--- src/rtl/ascii_num_sep_pkg.sv ---
// rtl/ascii_num_sep_pkg.sv - shared state, error-code and width definitions for the number-separation sequencer
package ascii_num_sep_pkg;

    localparam int CNT_W = 11;

    typedef enum logic [3:0] {
        ST_IDLE       = 4'd0,
        ST_CLEAR      = 4'd1,
        ST_CHECK      = 4'd2,
        ST_VALIDATE   = 4'd3,
        ST_WAIT_VAL   = 4'd4,
        ST_PARSE      = 4'd5,
        ST_WAIT_PARSE = 4'd6,
        ST_DONE       = 4'd7,
        ST_ERROR      = 4'd8
    } sep_ctrl_state_t;

    localparam logic [2:0] ERR_NONE     = 3'd0;
    localparam logic [2:0] ERR_INVALID  = 3'd1;
    localparam logic [2:0] ERR_EMPTY    = 3'd2;
    localparam logic [2:0] ERR_OVERFLOW = 3'd3;
    localparam logic [2:0] ERR_TIMEOUT  = 3'd4;

    // Idle-like states accept a new packet; everything else is a packet in flight.
    function automatic logic state_is_busy(input sep_ctrl_state_t s);
        return !(s == ST_IDLE || s == ST_DONE || s == ST_ERROR);
    endfunction

endpackage

--- src/rtl/ascii_num_sep_ctrl_if.sv ---
// rtl/ascii_num_sep_ctrl_if.sv - handshake, result-write and status bundle of the number-separation sequencer
interface ascii_num_sep_ctrl_if;
    import ascii_num_sep_pkg::*;

    logic             pkt_ready;
    logic [15:0]      pkt_length;
    logic             abort;
    logic             val_start;
    logic             val_done;
    logic             val_invalid;
    logic             parse_clear;
    logic             parse_start;
    logic [15:0]      parse_length;
    logic             parse_done;
    logic             conv_valid;
    logic [31:0]      conv_data;
    logic             wr_en;
    logic [CNT_W-1:0] wr_addr;
    logic [31:0]      wr_data;
    logic             busy;
    logic             done;
    logic             error;
    logic [2:0]       err_code;
    logic [CNT_W-1:0] num_count;

    modport master (
        input  pkt_ready, pkt_length, abort, val_done, val_invalid,
               parse_done, conv_valid, conv_data,
        output val_start, parse_clear, parse_start, parse_length,
               wr_en, wr_addr, wr_data, busy, done, error, err_code, num_count
    );

    modport slave (
        output pkt_ready, pkt_length, abort, val_done, val_invalid,
               parse_done, conv_valid, conv_data,
        input  val_start, parse_clear, parse_start, parse_length,
               wr_en, wr_addr, wr_data, busy, done, error, err_code, num_count
    );

endinterface

--- src/rtl/sep_result_writer.sv ---
// rtl/sep_result_writer.sv - registered number-buffer write port with result count and overflow detect
module sep_result_writer
    import ascii_num_sep_pkg::*;
#(
    parameter int MAX_NUMS = 1024
) (
    input  logic             clk,
    input  logic             rst,
    input  logic             clear,
    input  logic             accept,
    input  logic [31:0]      conv_data,
    output logic             overflow,
    output logic             wr_en,
    output logic [CNT_W-1:0] wr_addr,
    output logic [31:0]      wr_data,
    output logic [CNT_W-1:0] num_count
);

    localparam logic [CNT_W-1:0] MAX_CNT = CNT_W'(MAX_NUMS);

    // A result arriving with the buffer already full is refused, not written.
    assign overflow = accept && (num_count == MAX_CNT);

    // Register the write one cycle after the converter strobe; clear wins over a write.
    always_ff @(posedge clk or posedge rst) begin
        if (rst) begin
            wr_en     <= 1'b0;
            wr_addr   <= '0;
            wr_data   <= '0;
            num_count <= '0;
        end else begin
            wr_en <= 1'b0;
            if (clear) begin
                num_count <= '0;
            end else if (accept && !overflow) begin
                wr_en     <= 1'b1;
                wr_addr   <= num_count;
                wr_data   <= conv_data;
                num_count <= num_count + CNT_W'(1);
            end
        end
    end

endmodule

--- src/rtl/ascii_num_sep_ctrl.sv ---
// rtl/ascii_num_sep_ctrl.sv - validate/parse/convert sequencer; optional watchdog under ASCII_SEP_TIMEOUT_EN
module ascii_num_sep_ctrl
    import ascii_num_sep_pkg::*;
#(
    parameter int MAX_NUMS       = 1024,
    parameter int TIMEOUT_CYCLES = 65535
) (
    input  logic                 clk,
    input  logic                 rst,
    ascii_num_sep_ctrl_if.master bus
);

    sep_ctrl_state_t state, next_state;
    logic [2:0]      err_q, err_next;
    logic [15:0]     len_q;
    logic            start_q;
    logic            clr_q;
    logic            accept;
    logic            overflow;
    logic            wd_expired;
    logic            timeout_hit;
    logic            pkt_accept;

    assign pkt_accept = bus.pkt_ready && !bus.abort && !state_is_busy(state);
    assign accept     = bus.conv_valid && !bus.abort && (state == ST_WAIT_PARSE);

`ifdef ASCII_SEP_TIMEOUT_EN
    localparam logic [15:0] WD_LAST = 16'(TIMEOUT_CYCLES - 1);
    logic [15:0] wd_cnt;

    assign wd_expired = (state == ST_WAIT_VAL || state == ST_WAIT_PARSE) && (wd_cnt == WD_LAST);

    // Watchdog: counts wait-state cycles, restarting on any state change or accepted result.
    always_ff @(posedge clk or posedge rst) begin
        if (rst) begin
            wd_cnt <= '0;
        end else if (next_state != state || accept) begin
            wd_cnt <= '0;
        end else if (state == ST_WAIT_VAL || state == ST_WAIT_PARSE) begin
            wd_cnt <= wd_cnt + 16'd1;
        end else begin
            wd_cnt <= '0;
        end
    end
`else
    logic [15:0] unused_timeout_cycles;
    assign unused_timeout_cycles = 16'(TIMEOUT_CYCLES);
    assign wd_expired = 1'b0;
`endif

    // Next-state and error-code selection; abort overrides everything.
    always_comb begin
        next_state  = state;
        err_next    = err_q;
        timeout_hit = 1'b0;
        case (state)
            ST_IDLE, ST_DONE, ST_ERROR: begin
                if (bus.pkt_ready) begin
                    next_state = ST_CLEAR;
                    err_next   = ERR_NONE;
                end
            end
            ST_CLEAR:    next_state = ST_CHECK;
            ST_CHECK: begin
                if (len_q == 16'd0) begin
                    next_state = ST_ERROR;
                    err_next   = ERR_EMPTY;
                end else begin
                    next_state = ST_VALIDATE;
                end
            end
            ST_VALIDATE: next_state = ST_WAIT_VAL;
            ST_WAIT_VAL: begin
                if (bus.val_done) begin
                    if (bus.val_invalid) begin
                        next_state = ST_ERROR;
                        err_next   = ERR_INVALID;
                    end else begin
                        next_state = ST_PARSE;
                    end
                end else if (wd_expired) begin
                    next_state  = ST_ERROR;
                    err_next    = ERR_TIMEOUT;
                    timeout_hit = 1'b1;
                end
            end
            ST_PARSE:    next_state = ST_WAIT_PARSE;
            ST_WAIT_PARSE: begin
                if (overflow) begin
                    next_state = ST_ERROR;
                    err_next   = ERR_OVERFLOW;
                end else if (bus.parse_done) begin
                    next_state = ST_DONE;
                end else if (wd_expired && !accept) begin
                    next_state  = ST_ERROR;
                    err_next    = ERR_TIMEOUT;
                    timeout_hit = 1'b1;
                end
            end
            default:     next_state = ST_IDLE;
        endcase
        if (bus.abort) begin
            next_state  = ST_IDLE;
            err_next    = ERR_NONE;
            timeout_hit = 1'b0;
        end
    end

    // State, status and the delayed parser-control pulses.
    always_ff @(posedge clk or posedge rst) begin
        if (rst) begin
            state   <= ST_IDLE;
            err_q   <= ERR_NONE;
            len_q   <= '0;
            start_q <= 1'b0;
            clr_q   <= 1'b0;
        end else begin
            state   <= next_state;
            err_q   <= err_next;
            start_q <= (state == ST_PARSE) && !bus.abort;
            clr_q   <= bus.abort || timeout_hit;
            if (pkt_accept) begin
                len_q <= bus.pkt_length;
            end
        end
    end

    sep_result_writer #(
        .MAX_NUMS (MAX_NUMS)
    ) u_writer (
        .clk       (clk),
        .rst       (rst),
        .clear     (bus.abort || state == ST_CLEAR),
        .accept    (accept),
        .conv_data (bus.conv_data),
        .overflow  (overflow),
        .wr_en     (bus.wr_en),
        .wr_addr   (bus.wr_addr),
        .wr_data   (bus.wr_data),
        .num_count (bus.num_count)
    );

    assign bus.val_start    = (state == ST_VALIDATE) && !bus.abort;
    assign bus.parse_start  = start_q && !bus.abort;
    assign bus.parse_clear  = (state == ST_CLEAR) || clr_q;
    assign bus.parse_length = len_q;
    assign bus.busy         = state_is_busy(state);
    assign bus.done         = (state == ST_DONE);
    assign bus.error        = (state == ST_ERROR);
    assign bus.err_code     = err_q;

endmodule

--- src/flat_wrapper.sv ---
// flat-port wrapper written by rule: the top's interface ports become plain ports
module ascii_num_sep_ctrl_flat import ascii_num_sep_pkg::*;
#(
    parameter int MAX_NUMS       = 1024,
    parameter int TIMEOUT_CYCLES = 65535
)
  (clk, rst, bus_pkt_ready, bus_pkt_length, bus_abort, bus_val_done, bus_val_invalid, bus_parse_done, bus_conv_valid, bus_conv_data, bus_val_start, bus_parse_clear, bus_parse_start, bus_parse_length, bus_wr_en, bus_wr_addr, bus_wr_data, bus_busy, bus_done, bus_error, bus_err_code, bus_num_count);
  ascii_num_sep_ctrl_if bus_i ();
  input  logic clk;
  input  logic rst;
  input wire logic [$bits(bus_i.pkt_ready)-1:0] bus_pkt_ready;
  input wire logic [$bits(bus_i.pkt_length)-1:0] bus_pkt_length;
  input wire logic [$bits(bus_i.abort)-1:0] bus_abort;
  input wire logic [$bits(bus_i.val_done)-1:0] bus_val_done;
  input wire logic [$bits(bus_i.val_invalid)-1:0] bus_val_invalid;
  input wire logic [$bits(bus_i.parse_done)-1:0] bus_parse_done;
  input wire logic [$bits(bus_i.conv_valid)-1:0] bus_conv_valid;
  input wire logic [$bits(bus_i.conv_data)-1:0] bus_conv_data;
  output wire logic [$bits(bus_i.val_start)-1:0] bus_val_start;
  output wire logic [$bits(bus_i.parse_clear)-1:0] bus_parse_clear;
  output wire logic [$bits(bus_i.parse_start)-1:0] bus_parse_start;
  output wire logic [$bits(bus_i.parse_length)-1:0] bus_parse_length;
  output wire logic [$bits(bus_i.wr_en)-1:0] bus_wr_en;
  output wire logic [$bits(bus_i.wr_addr)-1:0] bus_wr_addr;
  output wire logic [$bits(bus_i.wr_data)-1:0] bus_wr_data;
  output wire logic [$bits(bus_i.busy)-1:0] bus_busy;
  output wire logic [$bits(bus_i.done)-1:0] bus_done;
  output wire logic [$bits(bus_i.error)-1:0] bus_error;
  output wire logic [$bits(bus_i.err_code)-1:0] bus_err_code;
  output wire logic [$bits(bus_i.num_count)-1:0] bus_num_count;
  assign bus_i.pkt_ready = bus_pkt_ready;
  assign bus_i.pkt_length = bus_pkt_length;
  assign bus_i.abort = bus_abort;
  assign bus_i.val_done = bus_val_done;
  assign bus_i.val_invalid = bus_val_invalid;
  assign bus_i.parse_done = bus_parse_done;
  assign bus_i.conv_valid = bus_conv_valid;
  assign bus_i.conv_data = bus_conv_data;
  assign bus_val_start = bus_i.val_start;
  assign bus_parse_clear = bus_i.parse_clear;
  assign bus_parse_start = bus_i.parse_start;
  assign bus_parse_length = bus_i.parse_length;
  assign bus_wr_en = bus_i.wr_en;
  assign bus_wr_addr = bus_i.wr_addr;
  assign bus_wr_data = bus_i.wr_data;
  assign bus_busy = bus_i.busy;
  assign bus_done = bus_i.done;
  assign bus_error = bus_i.error;
  assign bus_err_code = bus_i.err_code;
  assign bus_num_count = bus_i.num_count;
  ascii_num_sep_ctrl #(.MAX_NUMS(MAX_NUMS), .TIMEOUT_CYCLES(TIMEOUT_CYCLES)) u_core (.clk(clk), .rst(rst), .bus(bus_i));
endmodule
--- config.mk ---
export PLATFORM = sky130hd
export DESIGN_NAME = ascii_num_sep_ctrl_flat
export DESIGN_NICKNAME = d
export VERILOG_FILES = /design/src/rtl/ascii_num_sep_pkg.sv /design/src/rtl/ascii_num_sep_ctrl_if.sv /design/src/rtl/sep_result_writer.sv /design/src/rtl/ascii_num_sep_ctrl.sv /design/src/flat_wrapper.sv
export SDC_FILE = /design/constraint.sdc
export NUM_CORES = 1
export LEC_CHECK = 0
export BUFFER_PORTS_ARGS = -buffer_cell sky130_fd_sc_hd__buf_4
export CAP_MARGIN = 20
export CORE_MARGIN = 3
export CORE_UTILIZATION = 44
export CTS_CLUSTER_SIZE = 10
export DETAILED_ROUTE_END_ITERATION = 8
export GPL_ROUTABILITY_DRIVEN = 0
export PLACE_DENSITY_LB_ADDON = 0.08
export SKIP_LAST_GASP = 1
export SYNTH_ARGS = -nofsm -noshare
export SYNTH_HDL_FRONTEND = slang
export SYNTH_SLANG_ARGS = --single-unit
--- constraint.sdc ---
create_clock -name clk -period 2.1 [get_ports clk]
set_clock_uncertainty 0.1 [all_clocks]
set_input_delay 0 -clock clk [delete_from_list [all_inputs] [get_ports clk]]
set_output_delay 0 -clock clk [all_outputs]
set_load 0.01 [all_outputs]
# Word level (Yosys, flattened, before mapping)
# Cells that the tools add are included.
word_totals:
  regBits: 80
  latchBits: 0
  ramBits: 0
  mem_bits_ro: 0
  inputBits: 56
  word_cells: 69
  mem_count: 0
op_classes:
  addsub: 1
  mul: 0
  div: 0
  order_cmp: 0
  eq_ne: 15
  n_shift: 0
  mux: 19
  bitwise_logic: 1
  n_reduce_logical: 24
ops:
  columns: ["cell", "count"]
  rows:
  - ["$mux W4", 7]
  - ["$pmux W4 S7", 1]
  - ["$mux W11", 2]
  - ["$mux W3", 6]
  - ["$eq A4 B3 Y1 const B", 4]
  - ["$logic_not A16 Y1", 1]
  - ["$ne A3 B3 Y1 const B", 4]
  - ["$pmux W3 S4", 1]
  - ["$add A11 B1 Y11 const B", 1]
  - ["$eq A11 B11 Y1 const B", 1]
  - ["$logic_and A1 B1 Y1", 9]
  - ["$eq A4 B2 Y1 const B", 2]
  - ["$reduce_and A6 Y1", 1]
  - ["$reduce_bool A5 Y1", 1]
  - ["$eq A4 B1 Y1 const B", 1]
  - ["$eq A4 B4 Y1 const B", 1]
  - ["$logic_not A4 Y1", 1]
  - ["$logic_or A1 B1 Y1", 4]
  - ["$ne A4 B4 Y1 const B", 1]
  - ["$logic_not A1 Y1", 3]
  - ["$ne A3 B2 Y1 const B", 1]
  - ["$reduce_and A3 Y1", 1]
  - ["$reduce_or A3 Y1", 1]
  - ["$mux W1", 2]
  - ["other kinds (3)", 3]

# Depth between registers and ports, before layout
logic_depth:
  depth_word: 8
  depth_mapped: 11

# Cells and area by module
# Synthesis repeated with hierarchy kept, for this count alone.
unflattened:
  hier_cells: 269
  hier_area_um2: 3692.3
modules_own_cells:
  columns: ["mod", "n_inst", "cells_per_inst", "area_each_um2", "seq_area_each_um2"]
  rows:
  - ["sep_result_writer", 1, 157, 2384.8, 1376.3]
  - ["ascii_num_sep_ctrl", 1, 112, 1307.5, 600.6]

# Worst setup path after synthesis
# No wires, ideal clock.
synth_path:
  path_type: "reg2reg"
  startpoint: "register u_core.state[1]"
  endpoint: "register u_core.len_q[0] (netlist: u_core.bus.parse_length[0])"
  setup_time_ps: 127
  arrival_ps: 1770
  path_slack_ps: 102
  stages_incl_launch_ff: 8
  path_buffers: 2
  cell_sequence: "dfrtp_1 buf_4 nand2_2 nor2_2 nor2_1 nor3b_4 buf_6 mux2_1"
synth_via:
  elab_chain_len: 4
  elab_cells_between_ends: 6
synth_rtl:
  columns: ["item", "line_no", "source"]
  rows:
  - ["start: declaration", "ascii_num_sep_ctrl.sv:13", "sep_ctrl_state_t state, next_state;"]
  - ["start signal: assignment", "ascii_num_sep_ctrl.sv:118", "state <= next_state;"]
  - ["$eq A4 B3 Y1", null, null]
  - ["via bus_done", "flat_wrapper.sv:27", "output wire logic [$bits(bus_i.done)-1:0] bus_done;"]
  - ["$logic_or A1 B1 Y1 (2 in a row)", "ascii_num_sep_pkg.sv:26", "return !(s == ST_IDLE || s == ST_DONE || s == ST_ERROR);"]
  - ["$logic_and A1 B1 Y1", "ascii_num_sep_ctrl.sv:24", "assign pkt_accept = bus.pkt_ready && !bus.abort && !state_is_busy(state);"]
  - ["end signal: assignment", "ascii_num_sep_ctrl.sv:123", "len_q <= bus.pkt_length;"]
  - ["end: declaration", "ascii_num_sep_ctrl.sv:15", "logic [15:0] len_q;"]
# The timed path passes the listed nets, and every way through them passes these cells.
# A chain may end at the register's enable or synchronous reset.

# Final worst setup path
layout_path:
  startpoint: "register u_core.u_writer.num_count[0]"
  endpoint: "register u_core.state[3]"
layout_via:
  elab_chain_len: 5
  elab_cells_between_ends: 7
layout_rtl:
  columns: ["item", "line_no", "source"]
  rows:
  - ["start: declaration", "sep_result_writer.sv:16", "output logic [CNT_W-1:0] num_count"]
  - ["start signal: assignment", "sep_result_writer.sv:39", "num_count <= num_count + CNT_W'(1);"]
  - ["$eq A11 B11 Y1 *", "sep_result_writer.sv:22", "assign overflow = accept && (num_count == MAX_CNT);"]
  - ["$logic_and A1 B1 Y1 *", "sep_result_writer.sv:22", null]
  - ["$mux W4", "ascii_num_sep_ctrl.sv:89", "if (overflow) begin"]
  - ["$pmux W4 S7", "ascii_num_sep_ctrl.sv:56", "case (state)"]
  - ["$mux W4", "ascii_num_sep_ctrl.sv:102", "if (bus.abort) begin"]
# Every way passes the cells marked *; elsewhere a longest branch is shown, timed or not.

==> flow_summary.yaml <==
pwr:
  power_frac_seq_pct: 43.1
  netSwitchingFraction_pct: 31.58
  power.density_mw_per_mm2: 830.8
  p_clk_share_pct: 24.6
  p_comb_share_pct: 32.4
  internal_power_uw: 3156
  total_power_uw: 4612
  p_leak_uw: 0.002860
  p_sw_uw: 1456
  vdd_ir_drop_max_mv: 0.5975
yosys:
  syn-num-nets: 427
  synth-xor-area-share_pct: 0.7340
  yosys.area.top_type: "dfrtp_1"
  synth_edf_count: 0
  synth-compound-area-share_pct: 8.738
  synth_top_area_share_pct: 55.23
  yosys.area_share.adder_pct: 0.6991
  ys_ff_latch: 79
  yosysSeqAreaShare_pct: 55.23
  synthArstFlopShare_pct: 100.0
  syn_inst: 369
  synth.distinct_cells: 55
  yosysWarnings: 0
  synth_area_leaders: "dfrtp_1 (55%), nand2_1 (14%), mux2_1 (3.1%)"
  netlist_area_mm2: 0.003580
  synthMuxAreaShare_pct: 5.033
  synthFlopType: "dfrtp_1"
  yosys.area_share.simple_pct: 24.61
  synth_top_family_by_area: "simple AND/OR/NAND/NOR gates"
  syn_area_per_cell_um2: 9.701
route:
  drt_iter0_markers: 261
  wl_mm: 9.683
  first_pass_iters: 5
  antenna_left: 0
  drc: 0
  num_vias: 3363
  wire_per_inst_um: 14.26
  vias_per_cell: 4.953
worst_hold_path:
  min_path_type: "in2reg"
  hold_depth: 4
clocking:
  cts.sinks: 79
  cts_setup_buffers: 0
  path_clk_slew_ns: 0.08
  htreeDepth: 3
  cts_tree: "done"
  cts_max_path_buffers: 2
  root_buffer: "clkbuf_8"
  insertion_delay_ns: 0.35
  cts_made_buffers: 9
final_layout:
  syn_to_final_growth_pct: 55.09
  drive_gt1_share_pct: 33.51
  fin_nets: 629
  final_common_cell: "buf_4"
  stdcell_area_mm2: 0.005552
  fillCellCount: 618
  final_cell_mix: "buf_4 (155), nand2_1 (137), dfrtp_1 (79), dlygate4sd3_1 (52), o21ai_0 (17)"
grt:
  grt_overflow_total: 0
  first_global_vias: 3304
  grt_pass1_wl_mm: 15.39
  antenna_found_initial: 0
  grt_max_degree: 52
  grt_usage_pct: 21.36
die:
  start_util_pct: 45.85
  io-pin-count: 136
  rows: 32
  die_h_um: 96.20
  die-area_mm2: 0.009253
  die_w_um: 96.20
  core-area_mm2: 0.007807
critical_path:
  path_class: "reg2reg"
  cp_max_fo: 6
  start_kind: "flop"
  cp-end-kind: "flop"
  arrival_ns: 2.17
  cp_data_required_time_ns: 2.25
  r2r_cells: 7
timing:
  tightest_slew_ns: 0.5891
  slew_viol_final: 0
  relSlewSlack_pct: 60.64
  setup_viol: 0
  rsz0062_at_grt: "yes"
  clock.fmax_mhz: 495.3
  tns_ns: 0
  finalWorstSetupSlack_ns: 0.08121
  finalCriticalPeriod_ns: 2.019
  fin_crit_sh_pct: 96.13
  hold_violations: 0
place:
  place_hpwl_mm: 6.478
  portBuffers: 134
  placed_area_mm2: 0.004802
  pre_cts_ws_ns: 0.02435
flow_run:
  maxCapViolations: 0
run_status:
  outcome: "finished, final reports clean"
==> synthesized netlist by cell type, types with 2 or more instances <==
cell and number:
buf_2 10, buf_6 5, and4b_1 2, o21ai_1 6
a22o_1 2, and4_1 2, nor2b_1 2, nor2_1 9
a21oi_1 3, mux2_2 6, nor4_1 8, o21ai_0 17
nor3_1 9, a311oi_1 2, nand2_1 137, o2111ai_1 2
inv_1 8, and3_1 2, mux2_1 10, nand3_1 5
ha_1 2, buf_4 4, o32ai_1 2, dfrtp_1 79
xor2_1 2, o31ai_1 4
==> cells by family (layout without fill, tap and decap cells) <==
logic type	count (synthesis)	count (layout)
buffers and inverters	29	236
AO/OA/AOI/OAI	48	48
adder cells (fa/ha/maj)	2	2
AND/OR/NAND/NOR	191	191
flip-flops	79	79
multiplexers	16	16
other	1	2
XOR/XNOR	3	3
==> through the flow <==
stage,util [%],hold WS [ns],std cells
after global placement,61.51,-0.01300,610
after global routing,71.07,0.07689,678
after detailed placement,61.51,-0.001963,610
after floorplan,-,-0.06857,369
after CTS,70.69,0.02531,678
final,71.11,0.04447,679
==> flip-flops by register name, indices dropped and copies added, names as in the netlist <==
name and cells:
u_core.state 4, u_core.u_writer.wr_addr 11, u_core.u_writer.wr_en 1, u_core.clr_q 1, u_core.u_writer.num_count 11, u_core.bus.err_code 2, u_core.bus.parse_length 16, u_core.u_writer.wr_data 32
u_core.start_q 1
==> power by group through the flow <==
stage / Clock [µW] / Sequential, µW / Combinational [µW]
2_1_floorplan: 0 / 2100 / 573
3_3_place_gp: 0 / 2000 / 1400
3_5_place_dp: 0 / 2000 / 1410
4_1_cts: 1170 / 1980 / 1490
5_1_grt: 1220 / 2020 / 1620
6_report: 1130 / 1990 / 1490
==> critical path: stages, from the launching register on <==
cell	delay, ns
dfrtp_1	0.38
inv_1	0.08
ha_1	0.17
and4b_1	0.19
and4b_1	0.26
nor2_1	0.12
or4_1	0.44
a31oi_1	0.18
==> metal layers <==
layer	vias up	track usage [%]	routed length [µm]
met5	-	0	0
met4	0	6.398	120
met3	11	6.568	680
met2	120	34.91	4847
met1	1580	27.19	4034
li1	1652	-	-
==> what timing repair did <==
action                                  CTS  global route
endpoints found under the setup margin    0            51
gates resized for setup                   0             5
hold buffers                             52             0
hold endpoints to repair                101             0
==> path summary, 6_finish.rpt <==
check | to | startpoint | slack [ns]
setup / recovery | u_core.state[3] | u_core.u_writer.num_count[0] | 0.08
min in group asynchronous | u_core.u_writer.wr_data[6] | rst | 0.18
hold reg to reg | u_core.u_writer.wr_data[12] | u_core.u_writer.wr_data[12] | 0.38
hold / removal | u_core.state[2] | bus_pkt_ready | 0.04
setup reg to reg | u_core.state[3] | u_core.u_writer.num_count[0] | 0.08
max in group asynchronous | u_core.u_writer.wr_data[21] | rst | 1.08
==> area by class of cell <==
cell class / instances / area [µm²] / share of cell area (%)
sequential: 79 / 1977 / 35.61
timing repair buffer: 211 / 1755 / 31.62
multi-input combinational: 261 / 1455 / 26.21
clock buffer: 10 / 127.6 / 2.299
tap: 102 / 127.6 / 2.299
clock inverter: 6 / 68.82 / 1.240
inverter: 9 / 37.54 / 0.6761
antenna: 1 / 2.502 / 0.04508
(Power assumes the default switching activity.)
